[src/rtl/csr_file.sv]
// Machine/supervisor CSR file and trap unit at commit. Executes CSR ops, ECALL,
// MRET and SRET, takes the machine-timer interrupt and issues a one-cycle redirect.
module csr_file #(
    parameter int          XLEN   = 64,
    parameter bit          HAS_S  = 1'b1,
    parameter logic [63:0] HARTID = 64'd0
) (
    input  logic            clk,
    input  logic            rst_n,
    input  logic            valid,
    input  logic [2:0]      op,
    input  logic [11:0]     addr,
    input  logic [XLEN-1:0] pc,
    input  logic [XLEN-1:0] wdata,
    input  logic            irq_mtip,
    output logic [XLEN-1:0] rdata,
    output logic            r_valid,
    output logic            illegal,
    output logic [XLEN-1:0] satp,
    output logic [1:0]      priv_o,
    output logic            trap_en,
    output logic [XLEN-1:0] trap_pc
);
    localparam logic [2:0] OP_CSRW = 3'd1, OP_CSRS = 3'd2, OP_CSRC = 3'd3;
    localparam logic [2:0] OP_ECALL = 3'd4, OP_MRET = 3'd5, OP_SRET = 3'd6;
    localparam logic [1:0] PRIV_U = 2'd0, PRIV_S = 2'd1, PRIV_M = 2'd3;
    localparam logic [63:0] MSTATUS_MASK = 64'h0000_0000_0000_19AA;
    localparam logic [63:0] SSTATUS_MASK = 64'h0000_0000_0000_0122;
    localparam logic [63:0] MISA_VAL = 64'h8000_0000_0010_1100 | (HAS_S ? 64'h4_0000 : 64'h0);

    logic [1:0]      priv_q, priv_d;
    logic [XLEN-1:0] mstatus_q, mstatus_d, medeleg_q, medeleg_d, mie_q, mie_d;
    logic [XLEN-1:0] mtvec_q, mtvec_d, mscratch_q, mscratch_d, mepc_q, mepc_d;
    logic [XLEN-1:0] mcause_q, mcause_d, mtval_q, mtval_d;
    logic [XLEN-1:0] stvec_q, stvec_d, sscratch_q, sscratch_d, sepc_q, sepc_d;
    logic [XLEN-1:0] scause_q, scause_d, stval_q, stval_d, satp_q, satp_d;
    logic [XLEN-1:0] mcycle_q, mcycle_d, minstret_q, minstret_d;
    logic            trap_en_q, trap_en_d;
    logic [XLEN-1:0] trap_pc_q, trap_pc_d;

    logic            csr_hit, csr_bad, is_csr, mret_bad, sret_bad;
    logic            irq_take, exc, deleg, mret_do, sret_do, csr_we;
    logic [5:0]      exc_code;
    logic [XLEN-1:0] csr_rd, wval;

    function automatic logic [63:0] vec_target(input logic [63:0] tvec, input logic intr,
                                               input logic [63:0] cause);
        vec_target = {tvec[63:2], 2'b00} + ((tvec[0] && intr) ? {cause[61:0], 2'b00} : 64'd0);
    endfunction

    // Unsupported MPP encodings collapse to U.
    function automatic logic [63:0] mstatus_legal(input logic [63:0] v);
        logic [63:0] r;
        r = v & MSTATUS_MASK;
        if (r[12:11] == 2'b10 || (!HAS_S && r[12:11] == 2'b01)) r[12:11] = 2'b00;
        return r;
    endfunction

    always_comb begin
        csr_hit = 1'b1;
        csr_rd  = '0;
        case (addr)
            12'h100: begin csr_hit = HAS_S; csr_rd = mstatus_q & SSTATUS_MASK; end
            12'h105: begin csr_hit = HAS_S; csr_rd = stvec_q;    end
            12'h140: begin csr_hit = HAS_S; csr_rd = sscratch_q; end
            12'h141: begin csr_hit = HAS_S; csr_rd = sepc_q;     end
            12'h142: begin csr_hit = HAS_S; csr_rd = scause_q;   end
            12'h143: begin csr_hit = HAS_S; csr_rd = stval_q;    end
            12'h180: begin csr_hit = HAS_S; csr_rd = satp_q;     end
            12'h300: csr_rd = mstatus_q;
            12'h301: csr_rd = MISA_VAL;
            12'h302: csr_rd = medeleg_q;
            12'h304: csr_rd = mie_q;
            12'h305: csr_rd = mtvec_q;
            12'h340: csr_rd = mscratch_q;
            12'h341: csr_rd = mepc_q;
            12'h342: csr_rd = mcause_q;
            12'h343: csr_rd = mtval_q;
            12'h344: csr_rd = {56'd0, irq_mtip, 7'd0};
            12'hB00: csr_rd = mcycle_q;
            12'hB02: csr_rd = minstret_q;
            12'hC00: csr_rd = mcycle_q;
            12'hF14: csr_rd = HARTID;
            default: csr_hit = 1'b0;
        endcase
    end

    assign is_csr   = (op == OP_CSRW) || (op == OP_CSRS) || (op == OP_CSRC);
    assign csr_bad  = !csr_hit || (addr[9:8] > priv_q) || (addr[11:10] == 2'b11);
    assign mret_bad = (priv_q != PRIV_M);
    assign sret_bad = !HAS_S || (priv_q == PRIV_U);
    assign illegal  = valid && ((is_csr && csr_bad) || (op == OP_MRET && mret_bad) ||
                                (op == OP_SRET && sret_bad));
    assign r_valid  = valid && is_csr && !csr_bad;
    assign rdata    = r_valid ? csr_rd : '0;

    // The interrupt pre-empts whatever instruction is committing.
    assign irq_take = valid && irq_mtip && mie_q[7] && (priv_q != PRIV_M || mstatus_q[3]);
    assign exc      = valid && !irq_take && (illegal || op == OP_ECALL);
    assign exc_code = illegal ? 6'd2 : (priv_q == PRIV_U) ? 6'd8 : (priv_q == PRIV_S) ? 6'd9 : 6'd11;
    assign deleg    = HAS_S && medeleg_q[exc_code] && (priv_q != PRIV_M);
    assign mret_do  = valid && !irq_take && op == OP_MRET && !mret_bad;
    assign sret_do  = valid && !irq_take && op == OP_SRET && !sret_bad;
    assign csr_we   = r_valid && !irq_take;

    always_comb begin
        case (op)
            OP_CSRS: wval = csr_rd | wdata;
            OP_CSRC: wval = csr_rd & ~wdata;
            default: wval = wdata;
        endcase
    end

    always_comb begin
        priv_d = priv_q;       mstatus_d = mstatus_q;   medeleg_d = medeleg_q;
        mie_d = mie_q;         mtvec_d = mtvec_q;       mscratch_d = mscratch_q;
        mepc_d = mepc_q;       mcause_d = mcause_q;     mtval_d = mtval_q;
        stvec_d = stvec_q;     sscratch_d = sscratch_q; sepc_d = sepc_q;
        scause_d = scause_q;   stval_d = stval_q;       satp_d = satp_q;
        trap_en_d = 1'b0;      trap_pc_d = trap_pc_q;
        mcycle_d   = mcycle_q + 64'd1;
        minstret_d = (valid && op != OP_ECALL && !exc && !irq_take) ? minstret_q + 64'd1 : minstret_q;
        if (csr_we) begin
            case (addr)
                12'h100: mstatus_d  = (mstatus_q & ~SSTATUS_MASK) | (wval & SSTATUS_MASK);
                12'h105: stvec_d    = wval;
                12'h140: sscratch_d = wval;
                12'h141: sepc_d     = wval;
                12'h142: scause_d   = wval;
                12'h143: stval_d    = wval;
                12'h180: satp_d     = wval;
                12'h300: mstatus_d  = mstatus_legal(wval);
                12'h302: medeleg_d  = HAS_S ? wval : '0;
                12'h304: mie_d      = wval;
                12'h305: mtvec_d    = wval;
                12'h340: mscratch_d = wval;
                12'h341: mepc_d     = wval;
                12'h342: mcause_d   = wval;
                12'h343: mtval_d    = wval;
                12'hB00: mcycle_d   = wval;
                12'hB02: minstret_d = wval;
                default: ;
            endcase
        end
        if (irq_take || (exc && !deleg)) begin
            mepc_d        = pc;
            mcause_d      = irq_take ? {1'b1, 63'd7} : {58'd0, exc_code};
            mtval_d       = '0;
            mstatus_d[12:11] = priv_q;
            mstatus_d[7]  = mstatus_q[3];
            mstatus_d[3]  = 1'b0;
            priv_d        = PRIV_M;
            trap_en_d     = 1'b1;
            trap_pc_d     = vec_target(mtvec_q, irq_take, 64'd7);
        end else if (exc) begin
            sepc_d        = pc;
            scause_d      = {58'd0, exc_code};
            stval_d       = '0;
            mstatus_d[8]  = priv_q[0];
            mstatus_d[5]  = mstatus_q[1];
            mstatus_d[1]  = 1'b0;
            priv_d        = PRIV_S;
            trap_en_d     = 1'b1;
            trap_pc_d     = vec_target(stvec_q, 1'b0, 64'd0);
        end else if (mret_do) begin
            priv_d        = mstatus_q[12:11];
            mstatus_d[3]  = mstatus_q[7];
            mstatus_d[7]  = 1'b1;
            mstatus_d[12:11] = PRIV_U;
            trap_en_d     = 1'b1;
            trap_pc_d     = mepc_q;
        end else if (sret_do) begin
            priv_d        = {1'b0, mstatus_q[8]};
            mstatus_d[1]  = mstatus_q[5];
            mstatus_d[5]  = 1'b1;
            mstatus_d[8]  = 1'b0;
            trap_en_d     = 1'b1;
            trap_pc_d     = sepc_q;
        end
    end

    always_ff @(posedge clk or negedge rst_n) begin
        if (!rst_n) begin
            priv_q <= PRIV_M;    mstatus_q <= '0;  medeleg_q <= '0;  mie_q <= '0;
            mtvec_q <= '0;       mscratch_q <= '0; mepc_q <= '0;     mcause_q <= '0;
            mtval_q <= '0;       stvec_q <= '0;    sscratch_q <= '0; sepc_q <= '0;
            scause_q <= '0;      stval_q <= '0;    satp_q <= '0;     mcycle_q <= '0;
            minstret_q <= '0;    trap_en_q <= 1'b0; trap_pc_q <= '0;
        end else begin
            priv_q <= priv_d;     mstatus_q <= mstatus_d;   medeleg_q <= medeleg_d;
            mie_q <= mie_d;       mtvec_q <= mtvec_d;       mscratch_q <= mscratch_d;
            mepc_q <= mepc_d;     mcause_q <= mcause_d;     mtval_q <= mtval_d;
            stvec_q <= stvec_d;   sscratch_q <= sscratch_d; sepc_q <= sepc_d;
            scause_q <= scause_d; stval_q <= stval_d;       satp_q <= satp_d;
            mcycle_q <= mcycle_d; minstret_q <= minstret_d;
            trap_en_q <= trap_en_d; trap_pc_q <= trap_pc_d;
        end
    end

    assign satp    = satp_q;
    assign priv_o  = priv_q;
    assign trap_en = trap_en_q;
    assign trap_pc = trap_pc_q;
endmodule

[config.mk]
export PLATFORM = sky130hd
export DESIGN_NAME = csr_file
export DESIGN_NICKNAME = d
export VERILOG_FILES = /design/src/rtl/csr_file.sv
export SDC_FILE = /design/constraint.sdc
export NUM_CORES = 2
export LEC_CHECK = 0
export ABC_AREA = 0
export BUFFER_PORTS_ARGS = -buffer_cell sky130_fd_sc_hd__buf_2
export CORE_MARGIN = 2
export CORE_UTILIZATION = 45
export DETAILED_ROUTE_END_ITERATION = 10
export SYNTH_ARGS = -nofsm -noshare
export SYNTH_HDL_FRONTEND = slang
export SYNTH_SLANG_ARGS = --single-unit
[constraint.sdc]
create_clock -name clk -period 4.64 [get_ports clk]
set_clock_uncertainty 0.05 [all_clocks]
set_input_delay 0.696 -clock clk [delete_from_list [all_inputs] [get_ports clk]]
set_output_delay 0.696 -clock clk [all_outputs]
set_load 0.01 [all_outputs]
==> flow_summary.yaml <==
run_status:
  outcome: "complete, but fails checks"
  violations: "negative setup slack"
power:
  vdd_ir_drop_max_v: 0.000363
  power.static_leakage_nw: 28.5
  pwr_density_cell_nw_per_um2: 366
worst_hold_path:
  hold_start: "pc[6]"
  hold_path.class: "in -> reg"
  holdPathEnd: "mepc_q[6]$_DFFE_PN0P_"
  whs_path_depth: 2
synthesis:
  synthCells: 5904
  synth_ff_type: "dfrtp_1"
  synth_edf_count: 0
  synth-warning-count: 0
  synth_nets: 6059
  yosysSeqAreaShare_pct: 49.0
  avgSynthCellArea_sq_um: 9.45
  syn_area_sq_um: 55800
  netlist-cell-type-count: 98
  async_reset_ff_share_pct: 100
  synth_seq_cells: 1091
layout:
  final_util_pct: 52.9
  nets: 6311
  design_area_sq_um: 65200
  area_growth_pct: 16.9
  seqCellArea_sq_um: 27300
  final_cell_mix: "dfrtp_1, nand2_1, o21ai_0"
  nFillCells: 11300
  multi_input_area_sq_um: 26400
  drive_gt1_share_pct: 16.9
  final_cells: 7909
  mostFrequentLayoutCell: "dfrtp_1"
grt:
  grt_max_degree: 137
  grt_use_total_pct: 40.6
  grt_pass1_wl_um: 371000
  overflow: 0
  grt_pass1_vias: 50000
  antenna_found_initial: 24
sta:
  timing.final.hold_violations: 0
  finalCriticalPeriod_ns: 4.67
  final-max-slew-violation-count: 0
  rsz0062_at_grt: "no"
  fin_crit_sh_pct: 101
  fmax_ghz: 0.214
  setup_tns_ns: -0.0251
  tightest_slew_ns: 1.37
  max_slew_margin_pct: 8.50
  timing.hold.ws_ns: 0.0740
  setup_viol: 1
  layout_setup_ws_ns: -0.0251
critical_path:
  worstSetupPathType: "in -> out"
  reg2reg_depth: 16
  cpPeakStageDelay_ns: 0.79
  cp.required_ns: 3.89
  endpoint_kind: "output port"
  cp_common_cell: "buf_4"
  cp_num_buf_inv: 5
  cp_max_fo: 17
  rr_startpoint: "mstatus_q[3]$_DFF_PN0_"
  crit_chain: "buf_2 -> buf_4 -> nor4bb_1 -> o211a_4 -> buf_4 -> buf_4 -> a22oi_1 -> nand3_1 -> nor3_2 -> nor2_1 -> buf_2"
  r2r_end: "trap_pc[44]$_DFFE_PN0P_"
  slowest_stage: "nor4bb_1"
  critPathTopFamily: "simple AND/OR/NAND/NOR gates"
  critPathLaunchType: "input port"
  cp.arrival_ns: 3.92
  ff2ff_setup_slack_ns: 0.25
cts:
  numCtsBuffers: 121
  h-tree-depth: 3
  cts_tree: "built"
  clock_sinks: 1091
  clock_path_buffers: 3
  cts-root-buf: "clkbuf_16"
  clkTransAtPathRegs_ns: 0.06
  clock_latency_ns: 0.80
route:
  wl_met2_um: 112000
  dr.first_iter.drc_count: 7343
  viasPerCell: 6.61
  vias: 52300
  wirelength_um: 261000
  met3RoutedLength_um: 30900
  drc: 0
  wl_met1_um: 101000
  first_pass_iters: 10
  wl_per_cell_um: 33.0
  ant_nets: 0
  top_layer: "met5"
die:
  row_count: 129
  die_w_um: 356
  num_io_pins: 344
  die_y_um: 356
  core_region_area_sq_um: 123000
  initial_core_util_pct: 45.2
  dieArea_sq_um: 127000
placement:
  detailed_place_hpwl_um: 168000
  dpl.cell_count: 7665
  io_buffers: 343
  placed_area_sq_um: 60900
  place_congestion: 0.977
job:
  maxCapViolations: 0
==> metal layers <==
| layer | GRT usage [%] | vias to the layer above |
|---|---|---|
| li1 | - | 21700 |
| met1 | 54.0 | 26000 |
| met2 | 59.4 | 3681 |
| met3 | 11.3 | 903 |
| met4 | 23.7 | 14 |
| met5 | 0 | - |
==> power by group <==
part | switching (mW) | internal (mW)
Sequential | 0.613 | 10.0
Clock | 4.26 | 6.02
Combinational | 1.92 | 1.02
==> flip-flops by register name (all words and copies together), names as in the netlist, 64 cells and up <==
name,flops
trap_pc,64
minstret_q,64
mstatus_q,64
mepc_q,64
stvec_q,64
satp,64
mcycle_q,64
medeleg_q,64
scause_q,64
mie_q,64
stval_q,64
mtval_q,64
sepc_q,64
mcause_q,64
mtvec_q,64
mscratch_q,64
sscratch_q,64
==> cells in the mapped netlist, types with 57 or more instances <==
cell type	n	area, sq um
nand2_1	978	3670
nand3_1	121	606
a22oi_1	305	2290
xnor2_1	107	937
mux2i_1	149	1490
nand2b_1	235	1470
a21oi_1	322	1610
nor2_1	225	845
o21ai_0	604	3020
xor2_1	75	657
buf_2	150	751
dfrtp_1	1089	27300
clkbuf_1	316	1190
nand4_1	122	763
mux2_1	66	743
and3_1	58	363
mux2_2	78	878
and2_1	121	757
a222oi_1	64	641
o22ai_1	57	357
==> final cells by class <==
cell class	count	area share, %
well taps	1637	3.14
multi-input cells	4242	40.4
clock buffers	187	5.75
flip-flops and latches	1091	41.9
clock inverters	37	0.733
repair buffers	664	7.84
inverters	36	0.211
diodes	15	0.0575
==> through the flow <==
step | power (mW) | worst slack (ns)
global placement | 13.6 | -0.00102
floorplan | 11.9 | 0.673
finish | 23.9 | -0.0251
global route | 24.5 | 0.0204
detailed placement | 13.6 | -0.109
CTS | 23.8 | 0.0253
==> worst max path at each step <==
| stage | depth (start not counted) | end | startpoint |
|---|---|---|---|
| floorplan | 13 | rdata[28] | addr[11] |
| global placement | 9 | rdata[6] | addr[0] |
| detailed placement | 9 | rdata[6] | addr[0] |
| CTS | 11 | rdata[6] | addr[9] |
| global route | 11 | rdata[56] | addr[9] |
| finish | 11 | rdata[6] | addr[9] |
==> cells by family (layout without fill, tap and decap cells) <==
family / after synthesis / after routing / share of synthesized area [%]
AO/OA/AOI/OAI: 1693 / 1693 / 19.8
XOR/XNOR: 182 / 182 / 2.86
adder cells (fa/ha/maj): 8 / 8 / 0.193
buffers and inverters: 571 / 924 / 4.45
flip-flops: 1091 / 1091 / 49.0
multiplexers: 302 / 302 / 5.85
other: 0 / 15 / 0
AND/OR/NAND/NOR: 2057 / 2057 / 17.9
==> timing repair <==
action / CTS / global route
hold buffers: 1 / 0
buffers inserted: 4 / 0
hold endpoints to repair: 46 / 0
pin swaps: 1 / 0
endpoints found under the setup margin: 1 / 1
gates resized for setup: 0 / 1
No activity file was read; power rests on OpenSTA's default activity.
